[config.mk]
export PLATFORM = sky130hd
export DESIGN_NAME = da_bit_plane_gen
export DESIGN_NICKNAME = d
export VERILOG_FILES = /design/src/rtl/da_bit_plane_gen.sv
export SDC_FILE = /design/constraint.sdc
export NUM_CORES = 1
export LEC_CHECK = 0
export BUFFER_PORTS_ARGS = -buffer_cell sky130_fd_sc_hd__buf_4
export CAP_MARGIN = 20
export CORE_AREA = 2 2 178 180
export DETAILED_ROUTE_END_ITERATION = 8
export DIE_AREA = 0 0 180 182
export PLACE_DENSITY = 0.66
export SLEW_MARGIN = 15
export SYNTH_ARGS = -nofsm -noshare
export SYNTH_HDL_FRONTEND = slang
export SYNTH_SLANG_ARGS = --single-unit
[constraint.sdc]
create_clock -name clk -period 5.05 [get_ports clk]
set_input_delay 0.505 -clock clk [delete_from_list [all_inputs] [get_ports clk]]
set_output_delay 0.505 -clock clk [all_outputs]
set_load 0.02 [all_outputs]
[src/rtl/da_bit_plane_gen.sv]
// da_bit_plane_gen
//   Feeds the distributed-arithmetic LUT stage. Takes one K-element activation
//   vector and one K-element weight vector per transaction. It then streams the
//   activation bit-planes LSB first, one plane per cycle, in offset-binary form.
//   The weights are held on B_temp for the whole transaction.
//
// Ports
//   clk, rst          : clock; synchronous active-high reset
//   in_valid/in_ready : transaction handshake (a_in, b_in)
//   a_in [K][DW_A]    : activations, latched into per-lane shift registers
//   b_in [K][DW_B]    : weights, latched into B_temp
//   A0                : bit t of activation 0
//   addr_array [K-1]  : bit j-1 = a[j][t] ^ a[0][t]
//   B_temp [K][DW_B]  : latched weights
//   t                 : plane index (0 when idle)
//   gen_done          : plane outputs valid
//   last              : sign (MSB) plane; the consumer applies the negative weight
//   busy              : running a transaction

// One activation lane: loads a vector element, then shifts right once per plane.
module da_bp_lane #(
    parameter int W = 16
) (
    input  logic         clk,
    input  logic         rst,
    input  logic         load,
    input  logic         shift,
    input  logic [W-1:0] d,
    output logic         lsb
);
    logic [W-1:0] sreg;

    always_ff @(posedge clk) begin
        if (rst)        sreg <= '0;
        else if (load)  sreg <= d;
        else if (shift) sreg <= sreg >> 1;
    end

    assign lsb = sreg[0];
endmodule

module da_bit_plane_gen #(
    parameter int DATA_WIDTH_A = 16,
    parameter int DATA_WIDTH_B = 16,
    parameter int K            = 9
) (
    input  logic                             clk,
    input  logic                             rst,
    input  logic                             in_valid,
    output logic                             in_ready,
    input  logic [K-1:0][DATA_WIDTH_A-1:0]   a_in,
    input  logic [K-1:0][DATA_WIDTH_B-1:0]   b_in,
    output logic                             A0,
    output logic [K-2:0]                     addr_array,
    output logic [K-1:0][DATA_WIDTH_B-1:0]   B_temp,
    output logic [7:0]                       t,
    output logic                             gen_done,
    output logic                             last,
    output logic                             busy
);
    typedef enum logic {IDLE, RUN} state_t;

    localparam logic [7:0] T_LAST = 8'(DATA_WIDTH_A - 1);

    state_t       state, state_nx;
    logic [7:0]   t_q;
    logic         at_end;
    logic         load;
    logic [K-1:0] lsb;

    assign at_end = (t_q == T_LAST);

    always_ff @(posedge clk) begin
        if (rst) state <= IDLE;
        else     state <= state_nx;
    end

    // The last plane doubles as the acceptance slot. This gives back-to-back
    // transactions with no bubble.
    always_comb begin
        state_nx = state;
        in_ready = 1'b0;
        gen_done = 1'b0;
        busy     = 1'b0;
        load     = 1'b0;
        case (state)
            IDLE: begin
                in_ready = 1'b1;
                if (in_valid) begin
                    load     = 1'b1;
                    state_nx = RUN;
                end
            end
            RUN: begin
                gen_done = 1'b1;
                busy     = 1'b1;
                if (at_end) begin
                    in_ready = 1'b1;
                    if (in_valid) load = 1'b1;
                    else          state_nx = IDLE;
                end
            end
        endcase
    end

    // Wrap to 0 on the last plane so that IDLE always sees t_q == 0.
    always_ff @(posedge clk) begin
        if (rst || load)   t_q <= '0;
        else if (gen_done) t_q <= at_end ? 8'd0 : t_q + 8'd1;
    end

    always_ff @(posedge clk) begin
        if (rst)       B_temp <= '0;
        else if (load) B_temp <= b_in;
    end

    for (genvar i = 0; i < K; i++) begin : g_lane
        da_bp_lane #(.W(DATA_WIDTH_A)) u_lane (
            .clk   (clk),
            .rst   (rst),
            .load  (load),
            .shift (gen_done),
            .d     (a_in[i]),
            .lsb   (lsb[i])
        );
    end

    // Plane encoding uses registered bits only. It is gated so that idle reads 0.
    assign A0 = gen_done & lsb[0];
    for (genvar j = 1; j < K; j++) begin : g_addr
        assign addr_array[j-1] = gen_done & (lsb[j] ^ lsb[0]);
    end

    assign t    = gen_done ? t_q : 8'd0;
    assign last = gen_done & at_end;
endmodule

==> results of run 1 <==
## critical path, stage by stage (launching register included)
cell                       delay, ns
sky130_fd_sc_hd__dfxtp_1        0.89
sky130_fd_sc_hd__a21boi_0       0.43
sky130_fd_sc_hd__inv_1          0.11
sky130_fd_sc_hd__buf_4          0.19
## cell usage in the layout, fill, tap and decap left out, types with 2 or more instances in the layout
cell / netlist / routed
sky130_fd_sc_hd__a211oi_1: 127 / 127
sky130_fd_sc_hd__buf_16: 0 / 2
sky130_fd_sc_hd__bufinv_16: 0 / 2
sky130_fd_sc_hd__buf_4: 2 / 458
sky130_fd_sc_hd__xor2_1: 12 / 12
sky130_fd_sc_hd__clkbuf_16: 0 / 37
sky130_fd_sc_hd__clkbuf_1: 68 / 6
sky130_fd_sc_hd__dfxtp_1: 297 / 297
sky130_fd_sc_hd__a22oi_1: 10 / 10
sky130_fd_sc_hd__nor3_1: 3 / 3
sky130_fd_sc_hd__nand2_1: 425 / 425
sky130_fd_sc_hd__clkinvlp_4: 0 / 4
sky130_fd_sc_hd__clkinv_2: 0 / 5
sky130_fd_sc_hd__nand3_1: 4 / 4
sky130_fd_sc_hd__clkbuf_8: 9 / 8
sky130_fd_sc_hd__xnor2_1: 2 / 2
sky130_fd_sc_hd__a21oi_2: 18 / 18
sky130_fd_sc_hd__buf_12: 11 / 5
sky130_fd_sc_hd__a21oi_1: 261 / 261
sky130_fd_sc_hd__nor2_1: 154 / 154
sky130_fd_sc_hd__a211oi_2: 8 / 8
sky130_fd_sc_hd__and2_1: 17 / 17
## metrics by stage
step                      setup slack, ns  power (mW)  instance area, sq um  hold slack (ns)   util
after floorplan                      3.23        3.17                 12000            0.437      -
after global placement               2.26        3.52                 15200            0.441  0.490
after detailed placement             2.08        3.53                 15200            0.448  0.490
after CTS                            2.10        6.08                 16400            0.225  0.528
after global routing                 2.22        6.27                 16400            0.230  0.530
final                                2.43        6.01                 16400            0.250  0.530
## cell usage after synthesis (2+ instances only)
cell / number / area (sq um)
sky130_fd_sc_hd__a211oi_1: 127 / 953
sky130_fd_sc_hd__a211oi_2: 8 / 100
sky130_fd_sc_hd__a21oi_1: 261 / 1310
sky130_fd_sc_hd__a21oi_2: 18 / 158
sky130_fd_sc_hd__a22oi_1: 10 / 75.1
sky130_fd_sc_hd__and2_1: 17 / 106
sky130_fd_sc_hd__buf_12: 11 / 220
sky130_fd_sc_hd__buf_2: 24 / 120
sky130_fd_sc_hd__buf_4: 2 / 15.0
sky130_fd_sc_hd__buf_6: 7 / 78.8
sky130_fd_sc_hd__clkbuf_1: 68 / 255
sky130_fd_sc_hd__clkbuf_4: 9 / 67.6
sky130_fd_sc_hd__clkbuf_8: 9 / 124
sky130_fd_sc_hd__dfxtp_1: 297 / 5950
sky130_fd_sc_hd__nand2_1: 425 / 1600
sky130_fd_sc_hd__nand3_1: 4 / 20.0
sky130_fd_sc_hd__nor2_1: 154 / 578
sky130_fd_sc_hd__nor3_1: 3 / 15.0
sky130_fd_sc_hd__xnor2_1: 2 / 17.5
sky130_fd_sc_hd__xor2_1: 12 / 105
## kinds of logic (layout without fill, tap and decap cells)
group,Yosys count,count (layout)
compound gates,427,427
xor+xnor,14,14
fa+ha+maj,1,1
buf+inv,131,529
flops,297,297
mux,1,1
simple gates,612,612
## cell type report
| type | instances | area, sq um |
|---|---|---|
| clock buffer | 51 | 1060 |
| fill | 2935 | 14600 |
| inverter | 1 | 3.75 |
| multi-input combinational | 1055 | 5170 |
| clock inverter | 11 | 115 |
| tap | 402 | 503 |
| timing repair buffer | 466 | 3610 |
| sequential | 297 | 5950 |
## sequential cells by signal, indices dropped and copies added, names as in the netlist
name                flops
g_lane.u_lane.sreg    144
B_temp                144
state                   1
t_q                     8
## worst min path at each step
stage	start	endpoint	cells after the start
2_1_floorplan	g_lane[0].u_lane.sreg[15]	g_lane[0].u_lane.sreg[14]	2
3_3_place_gp	g_lane[3].u_lane.sreg[5]	g_lane[3].u_lane.sreg[4]	2
3_5_place_dp	B_temp[103]	B_temp[103]	2
4_1_cts	b_in[59]	B_temp[59]	3
5_1_grt	b_in[67]	B_temp[67]	3
6_report	b_in[67]	B_temp[67]	3
## where the power goes
part / internal, mW / switching (mW)
combinational: 0.399 / 0.487
sequential: 2.51 / 0.0897
clock: 1.56 / 0.971
## per-layer routing
metal,wire (microns),part of all wire
met1,15600,0.43
met2,17000,0.46
met3,2720,0.074
met4,1300,0.036
met5,0,0
==> run metrics, run 1 <==
number of buffers between clock root and the deepest sink=3; ratio of cells with drive above 1 in the final layout=0.295; layout overhead on the synthesized area=36.8%; number of synthesized register bits=297; flop-to-flop setup slack=2.47 ns; Critical Path Sink=in_ready; # diodes=0; compound-gate portion of the synthesized area=0.219; number of placed instances, taps included=2219; pin count of the biggest net entering global routing=190; clock tree sinks=297; final estimated routing congestion in global placement=0.797; clock slew at the register clock pins of the worst setup and hold paths=0.06 ns; DRC violations left=0; Mapped Avg Cell Area=8.09 sq um; Floorplan Core Area=~31000 sq um; Tightest Pin Transition=0.971 ns; hold bufs inserted after CTS=0; signal arrival time at the worst endpoint=around 2.1 ns; main combinational cell family by area after synthesis=compound AO/OA/AOI/OAI gates; clock period minus worst slack=2.62 ns; number of global-route vias before repair=10600; first-pass GRT wire length=~57 mm; Setup CP Type=register to primary output; IO buf count=455; logic depth of the worst register-to-register path=5; post-synthesis adder-cell area fraction=0.00104; worst-case headroom to the max-slew limit=0.353; xor/xnor cell area share of the yosys netlist=0.0102; Post-CTS Setup Bufs=0; simple-gate area share of the yosys netlist=0.199; initial cell density of the core=0.387; proportion of synthesized area in mux cells=0.000939; portion of the clock cycle consumed by the worst path in the final layout=0.519; number of nets with antenna violations after detailed routing=0; initial antenna violation count=0; sequential-to-total area share from yosys stat=0.496; count of endpoints failing hold in the final timing report=0; TritonCTS clock tree=done; first drt pass iteration count=5; Mapped Area=12000 sq um; Static Leak=slightly above 7 nW; global routing met1 resource utilization=0.266; reg2reg end=g_lane[2].u_lane.sreg[10]; biggest fanout along the worst timing path=27; proportion of register bits with asynchronous set or reset after synthesis=0; net count reported at finish=~2100; DPL Wire Length=24.4 mm; largest clock skew in the final design=0.00748 ns; Routed wire per std cell=16.0 microns; die boundary width=180 microns; count of final max-slew check failures=0; summed negative setup slack over all endpoints=0 ns; number of warning messages in the yosys log=0; Final setup viols=0; iteration-0 DRC count of the detailed router=641; via total after detailed routing=11400; net count of the mapped netlist=1775; top-level I/O count=456; full die area=32800 sq um; Via density=4.98; Worst setup EP type=primary output; required time reported for the critical path endpoint=around 4.6 ns; kind of start point of the critical path=register; leftover overflow at the end of global routing=0; cells after synthesis=1483; Final Instance Count excl. Fillers=2283; number of max-capacitance violations reported=0; Top Usage Layer GRT=met2; number of levels in the clock H-tree=2; r2r startpoint=state; met2 capacity usage during global routing=0.341; met3 track demand over resource in global routing=0.0580; CTS Buf Count=34; worst hold path type=input pin to register; height of the die=182 microns; setup repair after global routing missed its margin=no; cell at the root of the clock tree=sky130_fd_sc_hd__clkbuf_16; Worst-Skew Late Latency=0.50 ns; run status=completed; total global-route track usage=0.210; number of cell rows=65; Power per Cell Area=366 nW/um^2; count of distinct cell types in the synthesized netlist=35; DRT Wirelength=36.6 mm; dominant synthesized flop cell=sky130_fd_sc_hd__dfxtp_1; maximum clock frequency=approximately 0.38 GHz; cells resized by post-CTS repair=0; maximum vdd ir drop=238 uV; Critical Path Source=state; number of enable-type register cells in the synthesized netlist=0
Power figures use the tool's default switching activity.
==> inputs of run 2 (changes only) <==
Settings changed: CORE_AREA 2 2 178 180 to 2 2 179 181, DIE_AREA 0 0 180 182 to 0 0 181 183, PLACE_DENSITY 0.66 to 0.68.
Clock period 5.05 ns to 2.3 ns, I/O delays scaled along.
==> run 2 against run 1 <==
  * Power rose by 120%
  * Sequential power grew 120%
  * Critical path type unchanged
  * First-iteration DRC count up 17%
  * Global-route usage grew 2.7 points
  * Non-clock buffer count up 216
  * Die area increased by 1.1%
  * Register-to-register slack got worse by 2.2 ns
  * Sequential share of layout area fell by 4.1 points
  * Critical path depth stayed put
  * Critical endpoint is now addr_array[0]
  * Combinational power grew to 2.7 times the previous value
==> run metrics, run 2 (synthesis results as in run 1) <==
longest individual stage delay on the worst path=0.78 ns (-0.11 ns); largest registers=B_temp: 144 flops, g_lane.u_lane.sreg: 144 flops, t_q: 8 flops; maximum vdd ir drop=560 uV (+140%); worst hold path type=input pin to register; number of fillers in the final layout=2594 (-12%); final estimated routing congestion in global placement=0.786 (-1.4%); number of levels in the clock H-tree=1 (-1); clock slew at the register clock pins of the worst setup and hold paths=0.06 ns (about the same); cell at the root of the clock tree=sky130_fd_sc_hd__clkbuf_16; initial cell density of the core=0.384 (-0.00302); largest clock skew in the final design=0.0109 ns (+0.00339 ns); Worst-Skew Late Latency=0.56 ns (+0.06 ns); post-layout instance area=18500 sq um (+13%); Via density=5.04 (+1.3%); Final setup viols=0 (unchanged); die boundary width=181 microns (+0.56%); DRT Wirelength=41.4 mm (+13%); portion of the clock cycle consumed by the worst path in the final layout=0.910; number of max-capacitance violations reported=0 (unchanged); IO buf count=455 (unchanged); number of global-route vias before repair=12500 (+18%); first-pass GRT wire length=65.1 mm (+15%); number of cell rows=65 (unchanged); leftover overflow at the end of global routing=0 (unchanged); Critical Path, Cell by Cell=xor2_1 > and2_1 > buf_4; top-level I/O count=456 (unchanged); clock period minus worst slack=2.09 ns; via total after detailed routing=12600 (+11%); Static Leak=7.93 nW (+13%); count of endpoints failing hold in the final timing report=0 (unchanged); layout overhead on the synthesized area=54.4%; Power per Cell Area=713 nW/um^2 (+95%); standard cell with the maximum stage delay on the critical path=sky130_fd_sc_hd__dfxtp_1; pin count of the biggest net entering global routing=108 (-43%); most frequent cells in the layout=466 x sky130_fd_sc_hd__buf_4, 425 x sky130_fd_sc_hd__nand2_1, 297 x sky130_fd_sc_hd__dfxtp_1; height of the die=183 microns (+0.55%); signal arrival time at the worst endpoint=1.86 ns (-0.25 ns); clock tree sinks=297 (unchanged); DPL Wire Length=25.6 mm (+5.0%); TritonCTS clock tree=done; Post-CTS Setup Bufs=0 (unchanged); number of buffers between clock root and the deepest sink=3 (unchanged); Tightest Pin Transition=0.723 ns (-0.247 ns); Routed wire per std cell=16.6 microns (+3.3%); Setup CP Type=register to primary output; summed negative setup slack over all endpoints=0 ns (unchanged); first drt pass iteration count=5 (unchanged); maximum clock frequency=0.478 GHz; placed cell areas=15500 sq um (+2.0%); worst-case headroom to the max-slew limit=0.517 (+0.164); full die area=33100 sq um (+1.1%); initial antenna violation count=0 (unchanged); number of nets with antenna violations after detailed routing=0 (unchanged); net count reported at finish=2360 (+9.9%); DRC violations left=0 (unchanged); Floorplan Core Area=31200 sq um (+0.79%); biggest fanout along the worst timing path=10 (-63%); setup repair after global routing missed its margin=no; Worst setup EP type=primary output; CTS Buf Count=31 (-8.8%); required time reported for the critical path endpoint=2.07 ns (-2.48 ns); count of final max-slew check failures=0 (unchanged); iteration-0 DRC count of the detailed router=753 (+17%); run status=completed; leading cell type in the layout, fill and taps excluded=sky130_fd_sc_hd__buf_4; ratio of cells with drive above 1 in the final layout=0.271 (-0.0235); total global-route track usage=0.237 (+0.0271); kind of start point of the critical path=register
-- run 2: cell count changes in the layout (fill, tap and decap cells not counted), moves of 2 or more --
cell,delta
sky130_fd_sc_hd__clkbuf_16,-6
sky130_fd_sc_hd__dlygate4sd3_1,+198
sky130_fd_sc_hd__buf_16,-2
sky130_fd_sc_hd__buf_4,+8
sky130_fd_sc_hd__diode_2,+3
sky130_fd_sc_hd__buf_12,+12
-- run 2: power by group --
part | internal (mW) | switching [mW]
combinational | 1.15 | 1.20
sequential | 5.50 | 0.199
clock | 3.07 | 2.09
total | 9.72 | 3.49
-- run 2: what timing repair did --
item                                    in CTS  in global routing
hold endpoints to repair                   198                  0
hold buffers                               198                  0
endpoints found under the setup margin       0                  1
resized for setup                            0                  1
-- run 2: final cells by class --
class	count	area, sq um	area share
diodes	3	7.51	0.000405
inverters	1	3.75	0.000203
multi-input cells	1055	5170	0.279
clock inverters	12	150	0.00810
repair buffers	682	5840	0.315
clock buffers	45	908	0.0490
flip-flops and latches	297	5950	0.321
well taps	402	503	0.0271
-- run 2: metrics by stage --
step,std cells,power (mW),util,hold slack [ns],setup slack [ns]
after CTS,2494,13.3,0.593,0.000203,0.0601
after floorplan,1483,6.97,-,0.351,0.540
final,2497,13.2,0.593,0.0177,0.206
after global routing,2494,13.8,0.593,0.00815,0.0124
after detailed placement,2239,7.84,0.496,0.447,0.317
after global placement,2239,7.80,0.496,0.441,0.380
-- run 2: path summary, 6_finish.rpt --
kind,from,endpoint,slack [ns],depth (start not counted)
max,g_lane[0].u_lane.sreg[0],addr_array[0],0.21,3
min,a_in[50],g_lane[3].u_lane.sreg[2],0.02,3
max reg2reg,t_q[1],B_temp[66],0.29,6
min reg2reg,B_temp[77],B_temp[77],0.45,2
-- run 2: critical path: cells and delay by family (launching register included) --
kind	cells	cell delay, ns
flops	1	0.78
buf+inv	1	0.15
simple gates	1	0.21
xor+xnor	1	0.17
-- run 2: layer usage --
metal | GRT usage | up-vias | routed length, microns
met5 | 0 | - | 0
met4 | 0.104 | 0 | 1840
met3 | 0.0556 | 126 | 3170
met2 | 0.416 | 504 | 20400
met1 | 0.277 | 5817 | 16000
li1 | - | 6141 | -
==> inputs of run 3 (changes only) <==
==> constraint.sdc (replaced) <==
create_clock -name clk -period 2.3 [get_ports clk]
set_input_delay 0.345 -clock clk [delete_from_list [all_inputs] [get_ports clk]]
set_output_delay 0.345 -clock clk [all_outputs]
set_load 0.02 [all_outputs]
==> run 3 against run 2 <==
  * Via count shrank 8.9%
  * Largest power group unchanged
  * Largest cell class unchanged
  * Combinational power shrank 14%
  * Worst setup slack lost 0.058 ns
  * Count of clock-buffer cells in the layout grew 3
  * Critical endpoint is now in_ready
==> run metrics, run 3 (synthesis results as in run 1) <==
run status=completed; leftover overflow at the end of global routing=0 (unchanged); reg2reg end=g_lane[0].u_lane.sreg[12]; number of global-route vias before repair=10800 (-14%); number of buffers between clock root and the deepest sink=3 (unchanged); count of final max-slew check failures=0 (unchanged); die boundary width=181 microns (unchanged); final estimated routing congestion in global placement=0.791 (+0.70%); min-delay src=b_in[35]; Worst-Skew Late Latency=0.56 ns (about the same); hold path cells=3 (unchanged); portion of the clock cycle consumed by the worst path in the final layout=0.936 (+0.0254); hold bufs inserted after CTS=0 (-100%); number of fillers in the final layout=2982 (+15%); kind of start point of the critical path=register; number of levels in the clock H-tree=1 (unchanged); r2r startpoint=t_q[0]; iteration-0 DRC count of the detailed router=611 (-19%); DRT Wirelength=36.9 mm (-11%); largest registers=B_temp: 144 flops, g_lane.u_lane.sreg: 144 flops, t_q: 8 flops; Tightest Pin Transition=0.563 ns (-0.161 ns); first-pass GRT wire length=56.8 mm (-13%); DPL Wire Length=25.7 mm (+0.23%); first drt pass iteration count=5 (unchanged); required time reported for the critical path endpoint=1.96 ns (-0.11 ns); full die area=33100 sq um (unchanged); CTS Buf Count=31 (unchanged); top-level I/O count=456 (unchanged); setup repair after global routing missed its margin=no; cells resized by post-CTS repair=1 (+1); overall power after layout=12.7 mW (-4.1%); flop-to-flop setup slack=0.27 ns (-0.02 ns); layout overhead on the synthesized area=37.4%; Floorplan Core Area=31200 sq um (unchanged); Routed wire per std cell=16.0 microns (-3.2%); Worst setup EP type=primary output; Final setup viols=0 (unchanged); leading cell type in the layout, fill and taps excluded=sky130_fd_sc_hd__buf_4; clock period minus worst slack=2.15 ns (+0.0584 ns); number of cell rows=65 (unchanged); DRC violations left=0 (unchanged); worst-case headroom to the max-slew limit=0.625 (+0.108); signal arrival time at the worst endpoint=1.81 ns (-0.05 ns); count of endpoints failing hold in the final timing report=0 (unchanged); logic depth of the worst register-to-register path=7 (+1); cell at the root of the clock tree=sky130_fd_sc_hd__clkbuf_16; sink of the worst hold path=B_temp[35]; largest clock skew in the final design=0.0191 ns (+0.00824 ns); initial cell density of the core=0.384 (unchanged); number of nets with antenna violations after detailed routing=0 (unchanged); clock tree sinks=297 (unchanged); area taken by multi-input logic gates=5180 sq um (about the same); storage element area=5950 sq um (unchanged); most frequent cells in the layout=473 x sky130_fd_sc_hd__buf_4, 425 x sky130_fd_sc_hd__nand2_1, 297 x sky130_fd_sc_hd__dfxtp_1; number of max-capacitance violations reported=0 (unchanged); maximum vdd ir drop=529 uV (-5.5%); longest individual stage delay on the worst path=0.34 ns (-0.44 ns); Static Leak=7.09 nW (-11%); clock slew at the register clock pins of the worst setup and hold paths=0.06 ns (about the same); Post-CTS Setup Bufs=0 (unchanged); TritonCTS clock tree=done; Power per Cell Area=768 nW/um^2 (+7.8%); Setup CP Type=register to primary output; initial antenna violation count=2 (+2); height of the die=183 microns (unchanged); summed negative setup slack over all endpoints=0 ns (unchanged); biggest fanout along the worst timing path=5 (-5); Via density=4.99 (-1.1%); Critical Path, Cell by Cell=ha_1 > and3_1 > a21boi_2 > inv_1 > buf_4; pin count of the biggest net entering global routing=109 (+0.93%); standard cell with the maximum stage delay on the critical path=sky130_fd_sc_hd__dfxtp_1; total global-route track usage=0.208 (-0.0293); via total after detailed routing=11500 (-8.9%); maximum clock frequency=0.465 GHz (-2.7%); IO buf count=455 (unchanged); ratio of cells with drive above 1 in the final layout=0.299 (+0.0275); net count reported at finish=2166 (-8.2%); worst hold path type=input pin to register
[run 3: area by class of cell]
type | count | share of cell area
Sequential cell | 297 | 0.361
Antenna cell | 2 | 0.000304
Inverter | 1 | 0.000228
Clock buffer | 48 | 0.0552
Clock inverter | 7 | 0.00554
Tap cell | 402 | 0.0305
Multi-Input combinational cell | 1055 | 0.314
Timing Repair Buffer | 488 | 0.233
[run 3: report_power, final]
group | internal (mW) | switching (mW) | total (mW)
clock network | 2.92 | 2.03 | 4.95
logic | 0.924 | 1.11 | 2.03
registers | 5.50 | 0.182 | 5.69
total | 9.35 | 3.32 | 12.7
[run 3: through the flow]
stage	cell area (sq um)	setup WS, ns	hold slack [ns]	cells	utilization
after global placement	15500	0.361	0.441	2243	0.495
after CTS	16500	0.0414	0.00216	2298	0.528
after global routing	16500	0.0148	0.00101	2300	0.528
final	16500	0.148	0.0300	2300	0.528
after detailed placement	15500	0.285	0.448	2243	0.495
after floorplan	12000	0.540	0.437	1483	-
[run 3: critical path, delay by kind of cell, from the launching register on]
kind	cells	cell delay (ns)
AO/OA/AOI/OAI	1	0.20
adder cells (fa/ha/maj)	1	0.24
flip-flops	1	0.34
buffers and inverters	2	0.24
AND/OR/NAND/NOR	1	0.22
[run 3: metal layers]
layer / routed length (microns) / vias up / GRT usage
met2: 17800 / 372 / 0.356
met4: 1210 / 0 / 0.0764
met5: 0 / - / 0
li1: - / 5739 / -
met1: 15200 / 5289 / 0.256
met3: 2720 / 70 / 0.0483
[run 3: worst max-delay path by stage]
stage,start,slack (ns),cells after the start,to
final,t_q[0],0.15,5,in_ready
after global routing,t_q[0],0.01,5,in_ready
after CTS,t_q[0],0.04,5,in_ready
after detailed placement,t_q[0],0.29,7,g_lane[0].u_lane.sreg[12]
after global placement,t_q[0],0.36,7,g_lane[0].u_lane.sreg[5]
after floorplan,t_q[0],0.54,7,B_temp[112]
